### src/rtl/key_voice_pkg.sv
// Shared constants and parser state encoding for the PS/2 key voice arbiter.
package key_voice_pkg;

  localparam logic [7:0] PS2_BREAK = 8'hF0;
  localparam logic [7:0] PS2_EXT   = 8'hE0;
  localparam logic [7:0] NOTE_NONE = 8'h00;

  typedef enum logic [1:0] {
    IDLE    = 2'd0,
    BRK     = 2'd1,
    EXT     = 2'd2,
    EXT_BRK = 2'd3
  } parser_state_t;

endpackage

### src/rtl/ps2_prefix_parser.sv
// Tracks F0/E0 prefixes and flags make/break events of non-extended keys.
// Strobes are decoded from the registered state so the event is seen on the strobe cycle.
module ps2_prefix_parser
  import key_voice_pkg::*;
(
  input  logic       clock,
  input  logic       reset,
  input  logic [7:0] ps2_key_data,
  input  logic       ps2_key_pressed,
  output logic       make_strb,
  output logic       break_strb,
  output logic [7:0] code
);

  parser_state_t state;

  always_ff @(posedge clock) begin
    if (reset) begin
      state <= IDLE;
    end else if (ps2_key_pressed) begin
      case (state)
        IDLE: begin
          if (ps2_key_data == PS2_BREAK)    state <= BRK;
          else if (ps2_key_data == PS2_EXT) state <= EXT;
          else                              state <= IDLE;
        end
        EXT:     state <= (ps2_key_data == PS2_BREAK) ? EXT_BRK : IDLE;
        default: state <= IDLE;
      endcase
    end
  end

  // A zero code never names a real key, so it is never reported as a make.
  always_comb begin
    make_strb  = ps2_key_pressed && (state == IDLE) && !ps2_key_data[7] &&
                 (ps2_key_data != NOTE_NONE);
    break_strb = ps2_key_pressed && (state == BRK);
    code       = ps2_key_data;
  end

endmodule

### src/rtl/key_voice_arbiter.sv
// Last-note-priority stack of held PS/2 keys driving a single-voice tone generator.
// Optional arpeggiator over the held keys when KEY_VOICE_ARP_EN is defined.
module key_voice_arbiter
  import key_voice_pkg::*;
#(
  parameter int DEPTH   = 4,
  parameter int ARP_DIV = 12_500_000
) (
  input  logic                       clock,
  input  logic                       reset,
  input  logic [7:0]                 ps2_key_data,
  input  logic                       ps2_key_pressed,
  output logic [7:0]                 note_select,
  output logic                       note_valid,
  output logic [$clog2(DEPTH+1)-1:0] held_count,
  output logic                       overflow
);

  localparam int CW = $clog2(DEPTH + 1);

  if (DEPTH < 2 || DEPTH > 8 || ARP_DIV < 1) begin : g_bad_param
    $error("key_voice_arbiter: DEPTH must be 2..8 and ARP_DIV positive");
  end

  logic          make_strb, break_strb;
  logic [7:0]    code;
  logic [7:0]    stack [DEPTH];
  logic [7:0]    stack_nxt [DEPTH];
  logic [CW-1:0] count, count_nxt;
  logic          ovf_nxt, hit;
  int            hit_idx;
  logic [7:0]    top_nxt, note_nxt;

  ps2_prefix_parser u_parser (
    .clock           (clock),
    .reset           (reset),
    .ps2_key_data    (ps2_key_data),
    .ps2_key_pressed (ps2_key_pressed),
    .make_strb       (make_strb),
    .break_strb      (break_strb),
    .code            (code)
  );

  // Slot 0 is the oldest key, slot count-1 the newest; unused slots stay zero.
  always_comb begin
    hit     = 1'b0;
    hit_idx = 0;
    for (int i = 0; i < DEPTH; i++) begin
      if (!hit && CW'(i) < count && stack[i] == code) begin
        hit     = 1'b1;
        hit_idx = i;
      end
    end

    stack_nxt = stack;
    count_nxt = count;
    ovf_nxt   = 1'b0;
    if (make_strb && !hit) begin
      if (count == CW'(DEPTH)) begin
        for (int i = 0; i < DEPTH - 1; i++) stack_nxt[i] = stack[i+1];
        stack_nxt[DEPTH-1] = code;
        ovf_nxt            = 1'b1;
      end else begin
        for (int i = 0; i < DEPTH; i++) begin
          if (CW'(i) == count) stack_nxt[i] = code;
        end
        count_nxt = count + CW'(1);
      end
    end else if (break_strb && hit) begin
      for (int i = 0; i < DEPTH - 1; i++) begin
        if (i >= hit_idx) stack_nxt[i] = stack[i+1];
      end
      stack_nxt[DEPTH-1] = NOTE_NONE;
      count_nxt          = count - CW'(1);
    end

    top_nxt = NOTE_NONE;
    for (int i = 0; i < DEPTH; i++) begin
      if (CW'(i + 1) == count_nxt) top_nxt = stack_nxt[i];
    end
  end

`ifdef KEY_VOICE_ARP_EN
  localparam logic [31:0] ARP_LAST = 32'(ARP_DIV - 1);

  logic [CW-1:0] arp_idx, arp_idx_nxt;
  logic [31:0]   arp_cnt, arp_cnt_nxt;
  logic          changed;

  // Any push, eviction or removal restarts the sequence at the oldest key.
  always_comb begin
    changed     = (count_nxt != count) || ovf_nxt;
    arp_idx_nxt = '0;
    arp_cnt_nxt = '0;
    if (!changed && count >= CW'(2)) begin
      if (arp_cnt == ARP_LAST) begin
        arp_idx_nxt = (arp_idx == count - CW'(1)) ? '0 : arp_idx + CW'(1);
      end else begin
        arp_idx_nxt = arp_idx;
        arp_cnt_nxt = arp_cnt + 32'd1;
      end
    end
    note_nxt = top_nxt;
    if (count_nxt >= CW'(2)) begin
      for (int i = 0; i < DEPTH; i++) begin
        if (CW'(i) == arp_idx_nxt) note_nxt = stack_nxt[i];
      end
    end
  end

  always_ff @(posedge clock) begin
    if (reset) begin
      arp_idx <= '0;
      arp_cnt <= '0;
    end else begin
      arp_idx <= arp_idx_nxt;
      arp_cnt <= arp_cnt_nxt;
    end
  end
`else
  assign note_nxt = top_nxt;
`endif

  always_ff @(posedge clock) begin
    if (reset) begin
      for (int i = 0; i < DEPTH; i++) stack[i] <= NOTE_NONE;
      count       <= '0;
      note_select <= NOTE_NONE;
      note_valid  <= 1'b0;
      overflow    <= 1'b0;
    end else begin
      stack       <= stack_nxt;
      count       <= count_nxt;
      note_select <= note_nxt;
      note_valid  <= (count_nxt != '0);
      overflow    <= ovf_nxt;
    end
  end

  assign held_count = count;

endmodule

### config.mk
export PLATFORM = sky130hd
export DESIGN_NAME = key_voice_arbiter
export DESIGN_NICKNAME = d
export VERILOG_FILES = /design/src/rtl/key_voice_pkg.sv /design/src/rtl/ps2_prefix_parser.sv /design/src/rtl/key_voice_arbiter.sv
export SDC_FILE = /design/constraint.sdc
export NUM_CORES = 1
export LEC_CHECK = 0
export BUFFER_PORTS_ARGS = -buffer_cell sky130_fd_sc_hd__buf_2
export CORE_MARGIN = 2
export CORE_UTILIZATION = 40
export CTS_BUF_LIST = sky130_fd_sc_hd__clkbuf_16
export DETAILED_ROUTE_END_ITERATION = 6
export HOLD_SLACK_MARGIN = 0.02
export MAX_ROUTING_LAYER = met4
export SLEW_MARGIN = 0
export SYNTH_ARGS = -nofsm -noshare
export SYNTH_HDL_FRONTEND = slang
export SYNTH_SLANG_ARGS = --single-unit
### constraint.sdc
create_clock -name clock -period 3 [get_ports clock]
set_clock_uncertainty 0.2 [all_clocks]
set_input_delay 0.15 -clock clock [delete_from_list [all_inputs] [get_ports clock]]
set_output_delay 0.15 -clock clock [all_outputs]
set_load 0.01 [all_outputs]
---- Word level (Yosys, flattened, before mapping) ----
Cells that the tools add are included.
cells by class
  $mul .................................... 0
  $lt $le $gt $ge ......................... 7
  multiplexer cells ....................... 29
  shift operators ......................... 0
  equal/unequal tests ..................... 16
  bitwise logic cells ..................... 1
  divide/modulo/power cells ............... 0
  reductions and logical operators ........ 23
  $add $sub $neg .......................... 2
operators with widths
  kind                                                               count
  2-to-1 mux 32 bit                                                  5
  2-to-1 mux 8 bit                                                   11
  == test 8 bit                                                      4
  greater-or-equal comparator 1 x 32 -> 1 bit, first input constant  1
  greater-or-equal comparator 2 x 32 -> 1 bit, first input constant  1
  greater-or-equal comparator 3 x 32 -> 1 bit, first input constant  1
  == test 8 bit, second input constant                               2
  logical AND 1 bit                                                  13
  == test 2 x 3 -> 1 bit, first input constant                       4
  2-to-1 mux 3 bit                                                   3
  nonzero test 8 bit                                                 1
  == test 1 x 3 -> 1 bit, first input constant                       2
  < comparator 1 x 3 -> 1 bit, first input constant                  2
  < comparator 2 x 3 -> 1 bit, first input constant                  2
  2-to-1 mux 1 bit                                                   6
  2-to-1 mux 2 bit                                                   3
  zero test 1 bit                                                    5
  case mux 2 bit (2 select lines)                                    1
  adder 3 x 1 -> 3 bit, second input constant                        1
  == test 3 bit, first input constant                                1
  == test 3 bit, second input constant                               1
  zero test 3 bit                                                    1
  nonzero test 3 bit                                                 1
  subtractor 3 x 1 -> 3 bit, second input constant                   1
  5 further kinds                                                    5
storage, ports and cells
  flip-flop bits (word level) ............. 47
  word-level logic and storage cells ...... 87
  output and inout bits ................... 13
  memory bits (read-only) ................. 0
  bits in latches ......................... 0
  bits in writable memories ............... 0
  input bits .............................. 11
  memories kept ........................... 0

---- Logic depth before layout (Yosys ltp) ----
Gate-level depths: netlist of the first run.
  depth after elaboration ................. 23
  gate-level depth with buffers ........... 12

---- By module ----
From an unflattened synthesis of the first run, not the netlist that was laid out.
second synthesis, totals
  cells, all modules ...................... 364
  area total of the unflattened synthesis .. 2949.1 um^2
modules (own cells, without submodules)
  module             cells each  area an instance (um^2)  times used  sequential area each (um^2)
  key_voice_arbiter  340         2742.6                   1           900.9
  ps2_prefix_parser  24          206.4                    1           40.0

---- Worst setup path before layout of the first run ----
No wires, ideal clock.
  path type ............................... reg-to-reg
  start point ............................. reg count[1] (netlist: held_count[1])
  end point ............................... reg note_select[5]
  required time ........................... 2740 ps
  cell stages (with the launch flop) ...... 13
  data arrival time ....................... 2947 ps
  setup time .............................. 60 ps
  path slack .............................. -207 ps
  clock period less this slack ............ 3207 ps
  path buffers ............................ 2
  cell sequence ........................... dfxtp_1 inv_1 ha_1 a21oi_1 o211a_1 or4_1 buf_4 mux2i_4 o221a_2 buf_2 or3_1 a211oi_2 a311o_1
on the way
  cells in the longest elaborated chain, start to end .. 23
  elaborated cells between the ends (all ways) .. 55
ends and longest elaborated chain
  what                                                                       RTL line                                          RTL
  from (decl)                                                                key_voice_arbiter.sv:29                           logic [CW-1:0] count, count_nxt;
  from (signal assigned)                                                     key_voice_arbiter.sv:133                          count <= count_nxt;
  < comparator 1 x 3 -> 1 bit                                                key_voice_arbiter.sv:49                           if (!hit && CW'(i) < count && stack[i] == code) begin
  logical AND 1 bit                                                          key_voice_arbiter.sv:49
  2-to-1 mux 1 bit                                                           key_voice_arbiter.sv:49
  zero test 1 bit                                                            key_voice_arbiter.sv:49
  logical AND 1 bit (2 in series)                                            key_voice_arbiter.sv:49
  2-to-1 mux 1 bit                                                           key_voice_arbiter.sv:49
  zero test 1 bit                                                            key_voice_arbiter.sv:49
  logical AND 1 bit (2 in series)                                            key_voice_arbiter.sv:49
  [... 2 more ...]                                                           --
  logical AND 1 bit (2 in series)                                            key_voice_arbiter.sv:49
  2-to-1 mux 32 bit / 2-to-1 mux 1 bit (equally long branches)               key_voice_arbiter.sv:49
  greater-or-equal comparator 1 x 32 -> 1 bit, or another cell as far along  key_voice_arbiter.sv:71                           if (i >= hit_idx) stack_nxt[i] = stack[i+1];
  2-to-1 mux 8 bit, or another cell as far along                             key_voice_arbiter.sv:71
  2-to-1 mux 32 bit / 2-to-1 mux 3 bit (equally long branches)               key_voice_arbiter.sv:69, key_voice_arbiter.sv:58
  2-to-1 mux 32 bit / == test 1 x 3 -> 1 bit (equally long branches)         key_voice_arbiter.sv:58, key_voice_arbiter.sv:79
  2-to-1 mux 8 bit (3 in series)                                             key_voice_arbiter.sv:79                           if (CW'(i + 1) == count_nxt) top_nxt = stack_nxt[i];
  2-to-1 mux 8 bit *                                                         key_voice_arbiter.sv:79
  to (signal assigned)                                                       key_voice_arbiter.sv:134                          note_select <= note_nxt;
  to (decl)                                                                  key_voice_arbiter.sv:13                           output logic [7:0] note_select,
Every way passes the cells marked *; elsewhere a longest branch is shown, timed or not.
A chain may end at the register's enable or synchronous reset.

---- Worst setup path in the final report of the first run ----
Same ends and word-level chain as after synthesis.

==> run metrics, run 1 <==
outcome=finished with violations; failing checks=setup timing; worst-margin pin slew=0.574 ns; Syn Area/Cell=8.78 µm²; Final WS setup=-0.0123 ns; Total Wirelength=9.30 mm; syn_nets=332; diode count=0; Yosys reg bits=47; final period utilization=100%; Synth cell types=56; Slew HR=61.7%; critical path arrival=2.99 ns; yosys warns=0; row count=30; Min Hold Slack=0.0782 ns; DP Area=0.00352 mm²; MaxCap Viol Count=0; number of remaining DRC errors=0; die width=87.3 µm; final total power=1.51 mW; Clock Path Buffers=2; total die area=0.00762 mm²; RSZ-0062 raised after global routing=true; PD cells=384 mW/mm²; routed vias=2808; Final Core Density=58.0%; min-delay worst type=primary input to flop; Worst-Skew Late Latency=0.29 ns; Async S/R FF share, synth=0%; initial antenna violation count=0; Starting Density=41.1%; largest net degree at the start of global routing=36; Finished Cell Area=0.00392 mm²; placed cells=479; total I/O pin count=24; critical path required time=2.98 ns; Antenna Violating Nets Remaining=0; total CTS buffers=5; Hold Vio Cnt, Final=0; drt pass-1 iters=5; f_max=332 MHz; min Tclk post-route=3.01 ns; Setup crit start kind=flop; Final Setup Violations=1; Max Slew Vio Count=0; H-tree Lvls=2; Finished Layout Cells=492; CTS root buf=clkbuf_16; Worst Path Buf+Inv=1; Reg clk slew, reported paths=0.07 ns; Setup WS pre-CTS=-0.239 ns; CP endpoint kind=flop; synthesized cell area=0.00277 mm²; Top FF cell, synth=dfxtp_1; clk sinks=47; delay-heaviest family, CP=simple AND/OR/NAND/NOR gates; EDFF count, synth=0; synth top area cells=dfxtp_1 (34%), xnor2_1 (7.6%), nor2_1 (6.4%); critical path's slowest cell=or4_4; CORE AREA=0.00676 mm²; number of global-route vias before repair=2592; vias per cell=5.71; VDD IR-drop max=0.000295 V; first-pass GRT wire length=14.3 mm; drt wl/cell=18.9 µm; TNS Setup=-0.0123 ns; IO buf count=23; Seq/Total Area, Yosys=33.9%; gr ovfl total=0; most frequent CP cell=o311ai_4; CP Cell Sequence=o311ai_4 -> nor3_2 -> or4_4 -> or4b_4 -> o311ai_4 -> buf_12 -> nor2_4 -> and3_4 -> a311o_1; CTS tree=yes; Setup CP Type=flop to flop; layout cells sized above 1=39.1%; leakage power=1.62 nW; Synth top area share=33.9%; most frequent cells after synthesis=dfxtp_1 (47), nor2_1 (47), xnor2_1 (24), nand2_1 (15); cell taking the most area after synthesis=dfxtp_1; CP peak stage delay=0.60 ns; Max FO, Critical Path=7; Mapped Cells=316; total track usage=25.7%; DP Wirelength=6.91 mm; GPL Wtd Cong=0.955; P&R area growth vs syn=41.3%; Final Net Count=428; Vert. Die Dim=87.3 µm; Starting DRT DRC Count=247
-- power breakdown --
group          internal [mW]  total (mW)  switching [mW]
combinational          0.140       0.303           0.163
sequential             0.643       0.657          0.0139
clock                  0.305       0.547           0.243
-- cell type report --
cell class	count	area, µm²
fillers	606	2840
multi-input cells	245	1920
flip-flops and latches	47	950
repair buffers	107	788
clock buffers	5	125
well taps	80	100
inverters	6	25.0
clock inverters	2	12.5
-- per-layer routing --
| layer | share of wire [%] | GRT usage (%) |
|---|---|---|
| met1 | 46 | 35.7 |
| met2 | 47 | 39.5 |
| met3 | 5.0 | 3.32 |
| met4 | 1.3 | 6.57 |
| met5 | 0 | - |
-- placed cells by master (no fill, tap or decap), drive strengths merged, types with 6 or more instances in the layout --
master / instances
a21oi: 7
a221oi: 7
a22o: 6
and2: 6
buf: 106
dfxtp: 47
inv: 7
mux2i: 14
nand2: 15
nand3: 6
nor2: 47
nor2b: 9
nor3: 13
nor4: 8
o21ai: 9
or3: 6
xnor2: 24
xor2: 9
-- worst register-to-register path, delay by kind of cell (launching register included) --
| kind | cells | cell delay [ns] |
|---|---|---|
| AND/OR/NAND/NOR | 5 | 1.43 |
| AO/OA/AOI/OAI | 3 | 0.72 |
| flip-flops | 1 | 0.37 |
| buffers and inverters | 1 | 0.18 |
-- sequential cells by signal (all words and copies together), names as in the netlist --
name            flops
note_valid          1
note_select         8
overflow            1
u_parser.state      2
held_count          3
stack              32
-- worst paths after layout --
check	slack, ns	cells after the start	to	from
setup reg to reg	-0.01	9	note_select[5]	held_count[1]
hold reg to reg	0.29	2	u_parser.state[1]	u_parser.state[1]
hold / removal	0.08	3	stack[2]	ps2_key_data[2]
setup / recovery	-0.01	9	note_select[5]	held_count[1]
-- cells by family after synthesis --
group | count (synthesis) | share of synthesized area [%]
compound gates | 67 | 20.2
simple gates | 126 | 23.1
xor+xnor | 33 | 10.4
flops | 47 | 33.9
fa+ha+maj | 5 | 2.26
mux | 14 | 5.50
buf+inv | 24 | 4.65
-- repair_timing --
item,CTS,global route
buffers inserted,3,2
gates resized for setup,15,26
pin swaps,6,15
hold endpoints to repair,2,0
endpoints found under the setup margin,8,8
hold buffers,1,0
Power figures use the tool's default switching activity.
==> run 2: changes to the inputs <==
--- a/config.mk
+++ b/config.mk
@@ -15,4 +15,5 @@
 export SLEW_MARGIN = 0
 export SYNTH_ARGS = -nofsm -noshare
 export SYNTH_HDL_FRONTEND = slang
+export SYNTH_HIERARCHICAL = 1
 export SYNTH_SLANG_ARGS = --single-unit
==> run 2 against run 1 <==
Against the previous run: critical path depth stayed put; flip-flop and latch count unchanged; sequential power fell by 0.8%; sequential share of layout area increased by 1.5 points; final area is 6.1% lower; non-clock buffer count shrank 36; the run now ends clean; die area is 6.0% higher; cell count rose by 3.7%; setup slack gained 0.081 ns; synthesized cell count rose by 15%.
==> run metrics, run 2 <==
outcome=finished, final reports clean; Max FO, Critical Path=9 (+2); min Tclk post-route=2.93 ns (-0.0810 ns); synthesized cell area=0.00295 mm² (+6.3%); number of global-route vias before repair=2661 (+2.7%); Synth top area share=31.9% (-2.0 points); Setup WS pre-CTS=-0.106 ns (+0.133 ns); die width=89.9 µm (+3.0%); Top FF cell, synth=dfxtp_1; leakage power=1.41 nW (-13%); yosys warns=6 (+6); critical path's slowest cell=or3_4; Setup CP Type=flop to flop; Hold Vio Cnt, Final=0 (unchanged); syn_nets=380 (+14%); worst-margin pin slew=0.451 ns (-0.123 ns); Async S/R FF share, synth=0% (unchanged); EDFF count, synth=0 (unchanged); final total power=1.46 mW (-2.8%); Antenna Violating Nets Remaining=0 (unchanged); row count=31 (+3.3%); Final WS setup=0.0686 ns (+0.0810 ns); CORE AREA=0.00721 mm² (+6.8%); vias per cell=5.64 (-1.1%); drt wl/cell=16.8 µm (-11%); total CTS buffers=5 (unchanged); filler instances=694 (+15%); Worst Path Buf+Inv=1 (unchanged); Synth cell types=54 (-3.6%); total die area=0.00808 mm² (+6.0%); cell taking the most area after synthesis=dfxtp_1; final period utilization=97.7% (-2.7 points); MaxCap Viol Count=0 (unchanged); diode count=0 (unchanged); Syn Area/Cell=8.10 µm² (-7.7%); H-tree Lvls=2 (unchanged); most frequent cells after synthesis=nor2_1 (58), dfxtp_1 (47), nand2_1 (28); largest net degree at the start of global routing=32 (-11%); DP Wirelength=6.24 mm (-9.7%); max FFs per register=32 (unchanged); Slew HR=69.8% (+8.1 points); CTS root buf=clkbuf_16; P&R area growth vs syn=24.8%; Final Setup Violations=0 (-1); synth top area cells=dfxtp_1 (32%), nor2_1 (7.4%), xnor2_1 (5.3%); first-pass GRT wire length=13.8 mm (-3.3%); Total Wirelength=8.55 mm (-8.0%); CP endpoint kind=flop; Yosys reg bits=47 (unchanged); Final Net Count=426 (-0.47%); f_max=341 MHz (+2.8%); Starting Density=40.9% (-0.18 points); critical path arrival=2.90 ns (-0.09 ns); initial antenna violation count=0 (unchanged); routed vias=2878 (+2.5%); CP Cell Sequence=or3_4 -> and3_4 -> a41o_1 -> buf_12 -> o21a_4 -> mux2_4 -> mux2_2 -> and2_4 -> a221o_1; Reg clk slew, reported paths=0.06 ns (about the same); Worst-Skew Late Latency=0.28 ns (about the same); Most flops, register=stack; delay-heaviest family, CP=compound AO/OA/AOI/OAI gates; CP peak stage delay=0.40 ns (-0.20 ns); Starting DRT DRC Count=494 (+100%); most frequent cell after synthesis=nor2_1; VDD IR-drop max=0.000236 V (-20%); PD cells=398 mW/mm² (+3.5%); Min Hold Slack=0.0453 ns (-0.0329 ns); most frequent cells in the layout=nor2_1 (57), dfxtp_1 (41), buf_4 (38), nand2_1 (27), buf_2 (23); drt pass-1 iters=5 (unchanged); total track usage=21.7% (-4.0 points); critical path required time=2.97 ns (about the same); total I/O pin count=24 (unchanged); Seq/Total Area, Yosys=31.9% (-2.0 points); number of remaining DRC errors=0 (unchanged); Vert. Die Dim=89.9 µm (+3.0%); Setup crit start kind=flop; Final Core Density=51.0% (-7.0 points); most common cell after layout, fill and taps aside=nor2_1; gr ovfl total=0 (unchanged); min-delay worst type=primary input to flop; Max Slew Vio Count=0 (unchanged); clk sinks=47 (unchanged); layout cells sized above 1=26.0% (-13 points); GPL Wtd Cong=0.877 (-8.2%); Mapped Cells=364 (+15%); Clock Path Buffers=2 (unchanged); CTS tree=yes; IO buf count=23 (unchanged)
==> run 2: cell types whose count changed after synthesis, sizes merged, moves of 7 or more <==
cell | before | now
nor2b | 9 | 1
nor2 | 47 | 58
a221o | 0 | 8
o21ai | 9 | 18
a221oi | 7 | 0
nand3 | 6 | 18
buf | 15 | 25
a222oi | 0 | 8
nand2 | 15 | 28
a21oi | 7 | 18
==> run 2: path summary, 6_finish.rpt <==
| path | from | to | slack, ns | cells past startpoint |
|---|---|---|---|---|
| min | reset | stack[23] | 0.05 | 2 |
| max reg2reg | held_count[1] | note_select[1] | 0.07 | 9 |
| max | held_count[1] | note_select[1] | 0.07 | 9 |
| min reg2reg | stack[2] | stack[2] | 0.32 | 2 |
==> run 2: where the power goes <==
group	internal, mW	leakage (nW)	total (mW)	switching (mW)
registers	0.641	0.383	0.652	0.0115
logic	0.128	0.954	0.278	0.149
clock network	0.302	0.0762	0.534	0.232
==> run 2: kinds of logic (layout without fill, tap and decap cells) <==
group	after synthesis	count (layout)	share of synthesized area (%)
AOI/OAI and AO/OA	81	81	19.8
adders and majority gates	5	5	2.12
buffers and inverters	39	86	7.17
muxes	12	12	4.41
DFF	47	47	31.9
and+or+nand+nor	147	147	24.8
xor gates and xnor gates	33	33	9.80
==> run 2: what timing repair did <==
item,CTS,global route
hold endpoints to repair,2,0
hold buffers,1,0
pin swaps,1,9
endpoints found under the setup margin,10,8
cloned,0,1
resized for setup,2,24
setup buffers,2,5
==> run 2: metrics by stage <==
| step | area, µm² | instances | TNS [ns] |
|---|---|---|---|
| 6_report | 3680 | 510 | 0 |
| 5_1_grt | 3680 | 510 | -0.0240 |
| 4_1_cts | 3520 | 504 | 0 |
| 3_5_place_dp | 3350 | 493 | -0.646 |
| 3_3_place_gp | 3350 | 493 | -0.118 |
| 2_1_floorplan | 2950 | 364 | 0 |
==> run 2: worst register-to-register path: cells and delay by family, from the launching register on <==
kind                   cells  cell delay [ns]
AOI/OAI and AO/OA          3             0.80
muxes                      2             0.55
DFF                        1             0.35
and+or+nand+nor            3             0.76
buffers and inverters      1             0.15
==> run 2: final cells by class <==
type / count / area, µm² / area share [%]
tap: 99 / 124 / 3.37
timing repair buffer: 71 / 569 / 15.5
sequential: 47 / 948 / 25.8
multi-input combinational: 278 / 1880 / 51.0
clock buffer: 5 / 125 / 3.40
clock inverter: 3 / 12.5 / 0.340
inverter: 7 / 26.3 / 0.714
==> run 2: per-layer routing <==
layer | global-route usage (%) | routed length, µm | vias up
met5 | - | 0 | -
met4 | 4.62 | 62 | 0
met3 | 4.27 | 663 | 7
met2 | 32.1 | 3730 | 124
met1 | 31.0 | 4100 | 1355
li1 | - | - | 1392
